### config.mk
export PLATFORM = sky130hd
export DESIGN_NAME = xcel_mem_arbiter
export DESIGN_NICKNAME = d
export VERILOG_FILES = /design/src/rtl/xcel_mem_arbiter.sv
export SDC_FILE = /design/constraint.sdc
export NUM_CORES = 1
export LEC_CHECK = 0
export CORE_AREA = 3 3 148 150
export CTS_CLUSTER_SIZE = 30
export DETAILED_ROUTE_END_ITERATION = 16
export DIE_AREA = 0 0 151 153
export HOLD_SLACK_MARGIN = 0.05
export PLACE_DENSITY_LB_ADDON = 0.2
export SLEW_MARGIN = 20
export SYNTH_ARGS = -nofsm -noshare
export SYNTH_HDL_FRONTEND = slang
export SYNTH_SLANG_ARGS = --single-unit
### constraint.sdc
create_clock -name clk -period 3.5 [get_ports clk]
set_input_delay 0.7 -clock clk [delete_from_list [all_inputs] [get_ports clk]]
set_output_delay 0.7 -clock clk [all_outputs]
set_load 0.02 [all_outputs]
### src/rtl/xcel_mem_arbiter.sv
// Round-robin arbiter sharing one in-order memory port between two engines; 0-cycle request/response paths.
// Back-pressure: requests stall when the tag FIFO is full; a stalled head response blocks later ones. Optional stats: XCEL_MEM_ARB_STATS_EN.
package xcel_mem_arbiter_pkg;
    typedef struct packed {
        logic [2:0]  typ;
        logic [7:0]  opaque;
        logic [31:0] addr;
        logic [1:0]  len;
        logic [31:0] data;
    } mem_req_4B_t;

    typedef struct packed {
        logic [2:0]  typ;
        logic [7:0]  opaque;
        logic [1:0]  test;
        logic [1:0]  len;
        logic [31:0] data;
    } mem_resp_4B_t;
endpackage

module xcel_mem_arbiter
    import xcel_mem_arbiter_pkg::*;
#(
    parameter int p_max_outstanding = 4
) (
    input  logic         clk,
    input  logic         reset,
    input  mem_req_4B_t  req0_reqstream_msg,
    input  logic         req0_reqstream_val,
    output logic         req0_reqstream_rdy,
    output mem_resp_4B_t req0_respstream_msg,
    output logic         req0_respstream_val,
    input  logic         req0_respstream_rdy,
    input  mem_req_4B_t  req1_reqstream_msg,
    input  logic         req1_reqstream_val,
    output logic         req1_reqstream_rdy,
    output mem_resp_4B_t req1_respstream_msg,
    output logic         req1_respstream_val,
    input  logic         req1_respstream_rdy,
    output mem_req_4B_t  mem_reqstream_msg,
    output logic         mem_reqstream_val,
    input  logic         mem_reqstream_rdy,
    input  mem_resp_4B_t mem_respstream_msg,
    input  logic         mem_respstream_val,
    output logic         mem_respstream_rdy
`ifdef XCEL_MEM_ARB_STATS_EN
    ,
    output logic [31:0]  grant0_count,
    output logic [31:0]  grant1_count,
    output logic [31:0]  conflict_count
`endif
);
    localparam int PW = (p_max_outstanding > 1) ? $clog2(p_max_outstanding) : 1;
    localparam int CW = PW + 1;

    logic [p_max_outstanding-1:0] r_tags;
    logic [PW-1:0]                r_head;
    logic [PW-1:0]                r_tail;
    logic [CW-1:0]                r_count;
    logic                         r_ptr;

    logic w_can_issue;
    logic w_both_val;
    logic w_grant;
    logic w_req_fire;
    logic w_nonempty;
    logic w_head_tag;
    logic w_resp_fire;

    assign w_can_issue = (r_count < CW'(p_max_outstanding));
    assign w_both_val  = req0_reqstream_val && req1_reqstream_val;
    assign w_grant     = w_both_val ? r_ptr : req1_reqstream_val;

    // Every output is forced low while reset is asserted, including the pass-through payloads.
    assign mem_reqstream_val  = reset && w_can_issue && (req0_reqstream_val || req1_reqstream_val);
    assign mem_reqstream_msg  = reset ? (w_grant ? req1_reqstream_msg : req0_reqstream_msg) : '0;
    assign req0_reqstream_rdy = reset && w_can_issue && mem_reqstream_rdy && !w_grant;
    assign req1_reqstream_rdy = reset && w_can_issue && mem_reqstream_rdy && w_grant;
    assign w_req_fire         = mem_reqstream_val && mem_reqstream_rdy;

    assign w_nonempty  = (r_count != '0);
    assign w_head_tag  = r_tags[r_head];

    assign req0_respstream_val = reset && w_nonempty && !w_head_tag && mem_respstream_val;
    assign req1_respstream_val = reset && w_nonempty && w_head_tag && mem_respstream_val;
    assign req0_respstream_msg = reset ? mem_respstream_msg : '0;
    assign req1_respstream_msg = reset ? mem_respstream_msg : '0;
    // With no tag outstanding a response has no owner, so it is held off rather than dropped.
    assign mem_respstream_rdy  = reset && w_nonempty &&
                                 (w_head_tag ? req1_respstream_rdy : req0_respstream_rdy);
    assign w_resp_fire         = mem_respstream_val && mem_respstream_rdy;

    always_ff @(posedge clk or negedge reset) begin
        if (!reset) begin
            r_tags  <= '0;
            r_head  <= '0;
            r_tail  <= '0;
            r_count <= '0;
            r_ptr   <= 1'b0;
        end else begin
            if (w_req_fire) begin
                r_tags[r_tail] <= w_grant;
                r_tail         <= r_tail + PW'(1);
                r_ptr          <= ~w_grant;
            end
            if (w_resp_fire) begin
                r_head <= r_head + PW'(1);
            end
            case ({w_req_fire, w_resp_fire})
                2'b10:   r_count <= r_count + CW'(1);
                2'b01:   r_count <= r_count - CW'(1);
                default: r_count <= r_count;
            endcase
        end
    end

`ifdef XCEL_MEM_ARB_STATS_EN
    logic [31:0] r_grant0_count;
    logic [31:0] r_grant1_count;
    logic [31:0] r_conflict_count;

    always_ff @(posedge clk or negedge reset) begin
        if (!reset) begin
            r_grant0_count   <= '0;
            r_grant1_count   <= '0;
            r_conflict_count <= '0;
        end else begin
            if (w_req_fire && !w_grant) r_grant0_count <= r_grant0_count + 32'd1;
            if (w_req_fire && w_grant)  r_grant1_count <= r_grant1_count + 32'd1;
            if (w_both_val && w_can_issue && mem_reqstream_rdy) begin
                r_conflict_count <= r_conflict_count + 32'd1;
            end
        end
    end

    assign grant0_count   = r_grant0_count;
    assign grant1_count   = r_grant1_count;
    assign conflict_count = r_conflict_count;
`endif

`ifndef SYNTHESIS
    function automatic string line_trace();
        return $sformatf("g%0d c%0d h%0d", w_grant, r_count, w_head_tag);
    endfunction
`endif

endmodule
==> run metrics, run 1 <==
total grt overflow=0; Synth-to-Final Area Change=158.6%; Final Wtd Congestion=between 0.8 and 0.9; synth cell count leaders=nand2_1, a21boi_0, and2_1, buf_4, clkbuf_1; ys flop type=dfrtp_1; Clock Skews=1.868 ps; CP max FO=21; post_cts resized=0; Tcrit/Tclk final=around 97%; Clock Path Buffers=2; number of fill cells in the layout=approximately 2200; max-slew violation count=0; worst setup margin=114.2 ps; worst hold path class=in -> async; row count=53; DIE AREA=0.02310 mm2; post-synthesis cell area=between 0.002 and 0.003 mm2; largest net degree at the start of global routing=44; Pre-antenna DRT Iters=4; Setup WS pre-CTS=37.07 ps; fraction of the yosys area taken by sequential cells=between 10% and 20%; drt drc=0; Num CTS Buffers=3; Die H=153 um; crit end category=output port; postcts setup bufs=0; CTS Hold Buffers Added=0; combinational share of power=about 75%; Avg Cell Area, Syn=about 6.3 um2; I/O pins=slightly below 400; status=complete, no violations; top cells by area, synth=nand2_1, a21boi_0, buf_4; core area=0.02082 mm2; Sw Ratio=between 40% and 50%; share of the synthesized area in the top cell type=22.73%; minimum clock period=3386 ps; internal power=roughly 1.1 mW; Worst-Skew Late Latency=between 200 and 250 ps; Reg clk slew, reported paths=about 40 ps; number of global-route vias before repair=between 3000 and 4000; Syn Inst Count=around 420; CTS tree=done; PwrDens=282.4 mW/mm2; area leader, netlist=nand2_1; Crit-path slowest cell=clkdlybuf4s50_1; share of cells above drive strength 1=5.952%; final wirelength=about 17 mm; number of synthesized register bits=12; port bufs=385; total clock sinks=12; FFs w/ async S/R, synth=100.0%; largest stage delay on the critical path=about 630 ps; post-synth cell types=28; CP Cell Sequence=clkdlybuf4s50_1 > buf_4 > a21boi_4 > buf_12 > buf_4 > nand2_1 > a21boi_0 > clkdlybuf4s50_1; Max-slew headroom=between 70% and 80%; Wirelength per Cell=approximately 17 um; via-per-instance ratio=~3.7; fmax=just under 300 MHz; final net count=973; Flop pwr share=14.4%; critical path required time=2800 ps; GRT Util Overall=13.69%; RSZ-0062 raised after global routing=false; Post-Syn Nets=633; most numerous cell in the Yosys netlist=nand2_1; Die X=approximately 150 um; crit path launch type=primary input; clock network fraction of total power=between 10% and 20%; Max Cap Violations=0; post-route ant nets=0; leakage power=~2.8 nW; DR vias=between 3000 and 4000; setup violators final=0; Detail Placement HPWL=between 10 and 15 mm; P_sw=slightly below 800 uW; drt first-iter violations=96; Fin. Hold Viols=0; Initial Util=roughly an eighth; YS warnings=0; Worst VDD drop=between 0.3 and 0.4 mV; initial antenna violation count=1; number of synthesized flops with an enable pin=0; TNS Setup=0 ps; WP data arrival=approximately 2700 ps; Setup CP Type=in -> out; H-tree depth=1; first-pass GRT wire length=around 25 mm; clk root buf=clkbuf_16; ant diodes=0; worst-margin pin slew=around 340 ps
[final cells by class]
cell class	count	area (um2)	share of cell area [%]
multi-input cells	320	1843	27.14
well taps	275	344.1	5.066
clock buffers	3	75.07	1.105
inverters	8	30.03	0.4422
flip-flops and latches	12	300.3	4.422
repair buffers	413	4199	61.83
[worst max-delay path: cells and delay by family]
kind	cells	cell delay, ps
compound gates	2	350
buf+inv	5	1570
simple gates	1	50
[metal layers]
| metal | vias up | share of wire [%] | global-route usage, % |
|---|---|---|---|
| met5 | - | 0.075 | 0 |
| met4 | 2 | 1.2 | 1.554 |
| met3 | 14 | 6.7 | 2.283 |
| met2 | 142 | 52 | 25.69 |
| met1 | 1735 | 40 | 16.65 |
| li1 | 1956 | - | - |
[logic make-up after synthesis]
kind of cell / after synthesis / synth area share, %
AND/OR/NAND/NOR: 218 / 36.54
buffers and inverters: 86 / 19.25
AO/OA/AOI/OAI: 83 / 24.15
flip-flops: 12 / 11.43
multiplexers: 7 / 3.478
XOR/XNOR: 6 / 2.001
adder cells (fa/ha/maj): 6 / 3.144
[cells in the final DEF, fill, tap and decap left out]
cell type        count
a21boi_0            76
a21boi_1             1
a21boi_4             1
a21oi_1              1
and2_1              47
buf_12               9
buf_4               21
clkbuf_16            3
clkdlybuf4s50_1    372
dfrtp_1             12
dlymetal6s2s_1      11
fa_1                 1
ha_1                 5
inv_1                8
mux2_2               4
mux2i_1              1
mux2i_2              1
mux4_2               1
nand2_1            159
nand3b_1             1
nor2_1               6
nor2_2               2
nor2b_1              1
nor3b_1              1
nor3b_2              1
o21ai_0              1
o21ai_4              1
o311ai_4             1
o31ai_1              1
xnor2_1              2
xor2_1               4
[per-stage QoR]
stage	power (mW)	area, um2	hold slack (ps)	utilization [%]	std cells
2_1_floorplan	0.9613	2626	404.4	-	418
3_3_place_gp	1.733	6691	476.5	32.14	1028
3_5_place_dp	1.738	6691	478.4	32.14	1028
4_1_cts	1.952	6766	485.7	32.50	1031
5_1_grt	2.064	6792	485.8	32.62	1031
6_report	1.918	6792	463.7	32.62	1031
[power by group through the flow]
stage               Sequential (mW)  Combinational, mW  Clock (mW)
global placement              0.279               1.45           0
CTS                           0.278               1.47       0.208
floorplan                     0.260              0.701           0
global route                  0.291               1.56       0.217
finish                        0.277               1.44       0.203
detailed placement            0.280               1.46           0
[worst paths after layout]
check	start	endpoint	slack, ps	cells past startpoint
hold reg to reg	r_head[1]$_DFFE_PN0P_	r_head[1]$_DFFE_PN0P_	490	1
max in group asynchronous	reset	r_tail[0]$_DFFE_PN0P_	2690	3
hold / removal	reset	r_tail[1]$_DFFE_PN0P_	460	2
setup reg to reg	r_head[0]$_DFFE_PN0P_	r_count[2]$_DFFE_PN0P_	1030	9
setup / recovery	req0_reqstream_val	mem_reqstream_msg[57]	110	8
min in group clk	r_head[1]$_DFFE_PN0P_	r_head[1]$_DFFE_PN0P_	490	1
[flip-flops by register name, summed over array words and instances, names as in the netlist]
| signal | count |
|---|---|
| r_count | 3 |
| r_head | 2 |
| r_ptr | 1 |
| r_tail | 2 |
| r_tags | 4 |
Note: power is estimated with default switching activity, not from simulation.
==> inputs of run 2 (changes only) <==
Settings changed: ABC_CLOCK_PERIOD_IN_PS from default to 3500, SKIP_CTS_REPAIR_TIMING from default to 1.
==> results of run 2 <==
Same layout as run 1: the final DEF is identical, and so are final timing and power.
==> inputs of run 3 (changes only) <==
Settings changed: PLACE_DENSITY_LB_ADDON 0.2 to 0.1, SKIP_CTS_REPAIR_TIMING 1 to default.
==> run metrics, run 3 (synthesis results as in run 1) <==
critical path required time=around 2800 ps; Tcrit/Tclk final=98.07%; Synth-to-Final Area Change=153.8%; number of global-route vias before repair=4011; Final Wtd Congestion=roughly 0.84; fmax=between 200 and 300 MHz; share of cells above drive strength 1=under 10%; drt first-iter violations=84; Num CTS Buffers=3; crit end category=output port; Reg clk slew, reported paths=about 40 ps; Setup CP Type=in -> out; clk root buf=clkbuf_16; total grt overflow=0; Initial Util=12.61%; Die X=between 150 and 200 um; Clock Path Buffers=2; via-per-instance ratio=3.820; Largest Register=r_tags; Die H=153 um; Worst-Skew Late Latency=approximately 240 ps; Detail Placement HPWL=around 14 mm; crit-path leading delay family=buffers and inverters; worst-margin pin slew=about 420 ps; most frequent cells in the layout=clkdlybuf4s50_1, nand2_1, a21boi_0; CTS Hold Buffers Added=0; minimum clock period=around 3400 ps; max-slew violation count=0; Worst VDD drop=about 0.19 mV; worst hold path class=reg -> reg; Wirelength per Cell=about 17 um; PwrDens=between 200 and 300 mW/mm2; Crit-path slowest cell=clkdlybuf4s50_1; row count=53; dpl cell area=around 0.0065 mm2; WP data arrival=about 2700 ps; biggest regs=r_tags: 4 flops, r_count: 3 flops; Fin. Hold Viols=0; final net count=~950; DIE AREA=between 0.02 and 0.025 mm2; setup violators final=0; Clock Skews=around 2.1 ps; Most common cell on crit path=clkdlybuf4s50_1; ant diodes=0; drt drc=0; crit path launch type=primary input; final instance area=between 0.006 and 0.007 mm2; total clock sinks=12; first-pass GRT wire length=24.65 mm; CP max FO=55; final wirelength=approximately 17 mm; flip-flop count of the largest register after layout=4; largest net degree at the start of global routing=56; leakage power=roughly 2.9 nW; GRT Util Overall=between 10% and 20%; status=complete, no violations; commonest non-fill, non-tap cell in the layout=clkdlybuf4s50_1; core area=between 0.02 and 0.025 mm2; I/O pins=roughly 390; DR vias=3870; initial antenna violation count=0; CP Cell Sequence=clkdlybuf4s50_1 > buf_4 > a21boi_4 > buf_12 > nand2_1 > a21boi_0 > clkdlybuf4s50_1; post-route ant nets=0; Max Cap Violations=0; H-tree depth=1; Pre-antenna DRT Iters=4; final hold slack=479.8 ps; largest stage delay on the critical path=around 650 ps; Max-slew headroom=between 70% and 80%; Buf/Inv on CP=4; port bufs=385; CTS tree=done
-- run 3: layout make-up --
cell class / instances / area, um2
sequential: 12 / 300.3
multi-input combinational: 320 / 1843
clock buffer: 4 / 88.84
fill: 2198 / 14160
inverter: 8 / 30.03
tap: 275 / 344.1
timing repair buffer: 394 / 4059
-- run 3: power by group --
part	leakage, nW	total (mW)	switching (mW)	internal (mW)
clock	0.0442	0.231	0.0590	0.172
combinational	2.68	1.38	0.659	0.718
sequential	0.144	0.282	0.0724	0.209
-- run 3: metrics by stage --
step | utilization (%) | setup TNS (ps) | setup slack, ps | cells | power (mW)
3_3_place_gp | 31.32 | 0 | 41.40 | 1009 | 1.671
4_1_cts | 31.75 | 0 | 20.41 | 1013 | 1.930
5_1_grt | 32.01 | -61.51 | -61.51 | 1013 | 2.041
3_5_place_dp | 31.32 | 0 | 19.94 | 1009 | 1.687
2_1_floorplan | - | 0 | 838.0 | 418 | 0.9613
6_report | 32.01 | 0 | 67.72 | 1013 | 1.891
-- run 3: repair_timing --
action / CTS / global route
setup buffers: 0 / 0
setup endpoints to repair: 0 / 22
gates resized for setup: 0 / 22
-- run 3: layer usage --
layer	up-vias	wire, um	GRT usage (%)	share of wire, %
met5	-	0	0	0
li1	1922	-	-	-
met3	6	1310	2.757	7.7
met1	1784	6358	15.34	37
met2	158	9207	26.39	54
met4	0	99	1.684	0.58
-- run 3: final timing paths --
check                                      start                endpoint  slack [ps]  depth (start not counted)
setup / recovery              req0_reqstream_val   mem_reqstream_msg[46]          70                          7
hold / removal             r_head[1]$_DFFE_PN0P_   r_head[1]$_DFFE_PN0P_         480                          1
setup reg to reg           r_head[0]$_DFFE_PN0P_  r_count[2]$_DFFE_PN0P_        1060                          9
hold reg to reg            r_head[1]$_DFFE_PN0P_   r_head[1]$_DFFE_PN0P_         480                          1
max in group asynchronous                  reset   r_tags[3]$_DFFE_PN0P_        2570                          2
min in group asynchronous                  reset  r_count[0]$_DFFE_PN0P_         720                          2
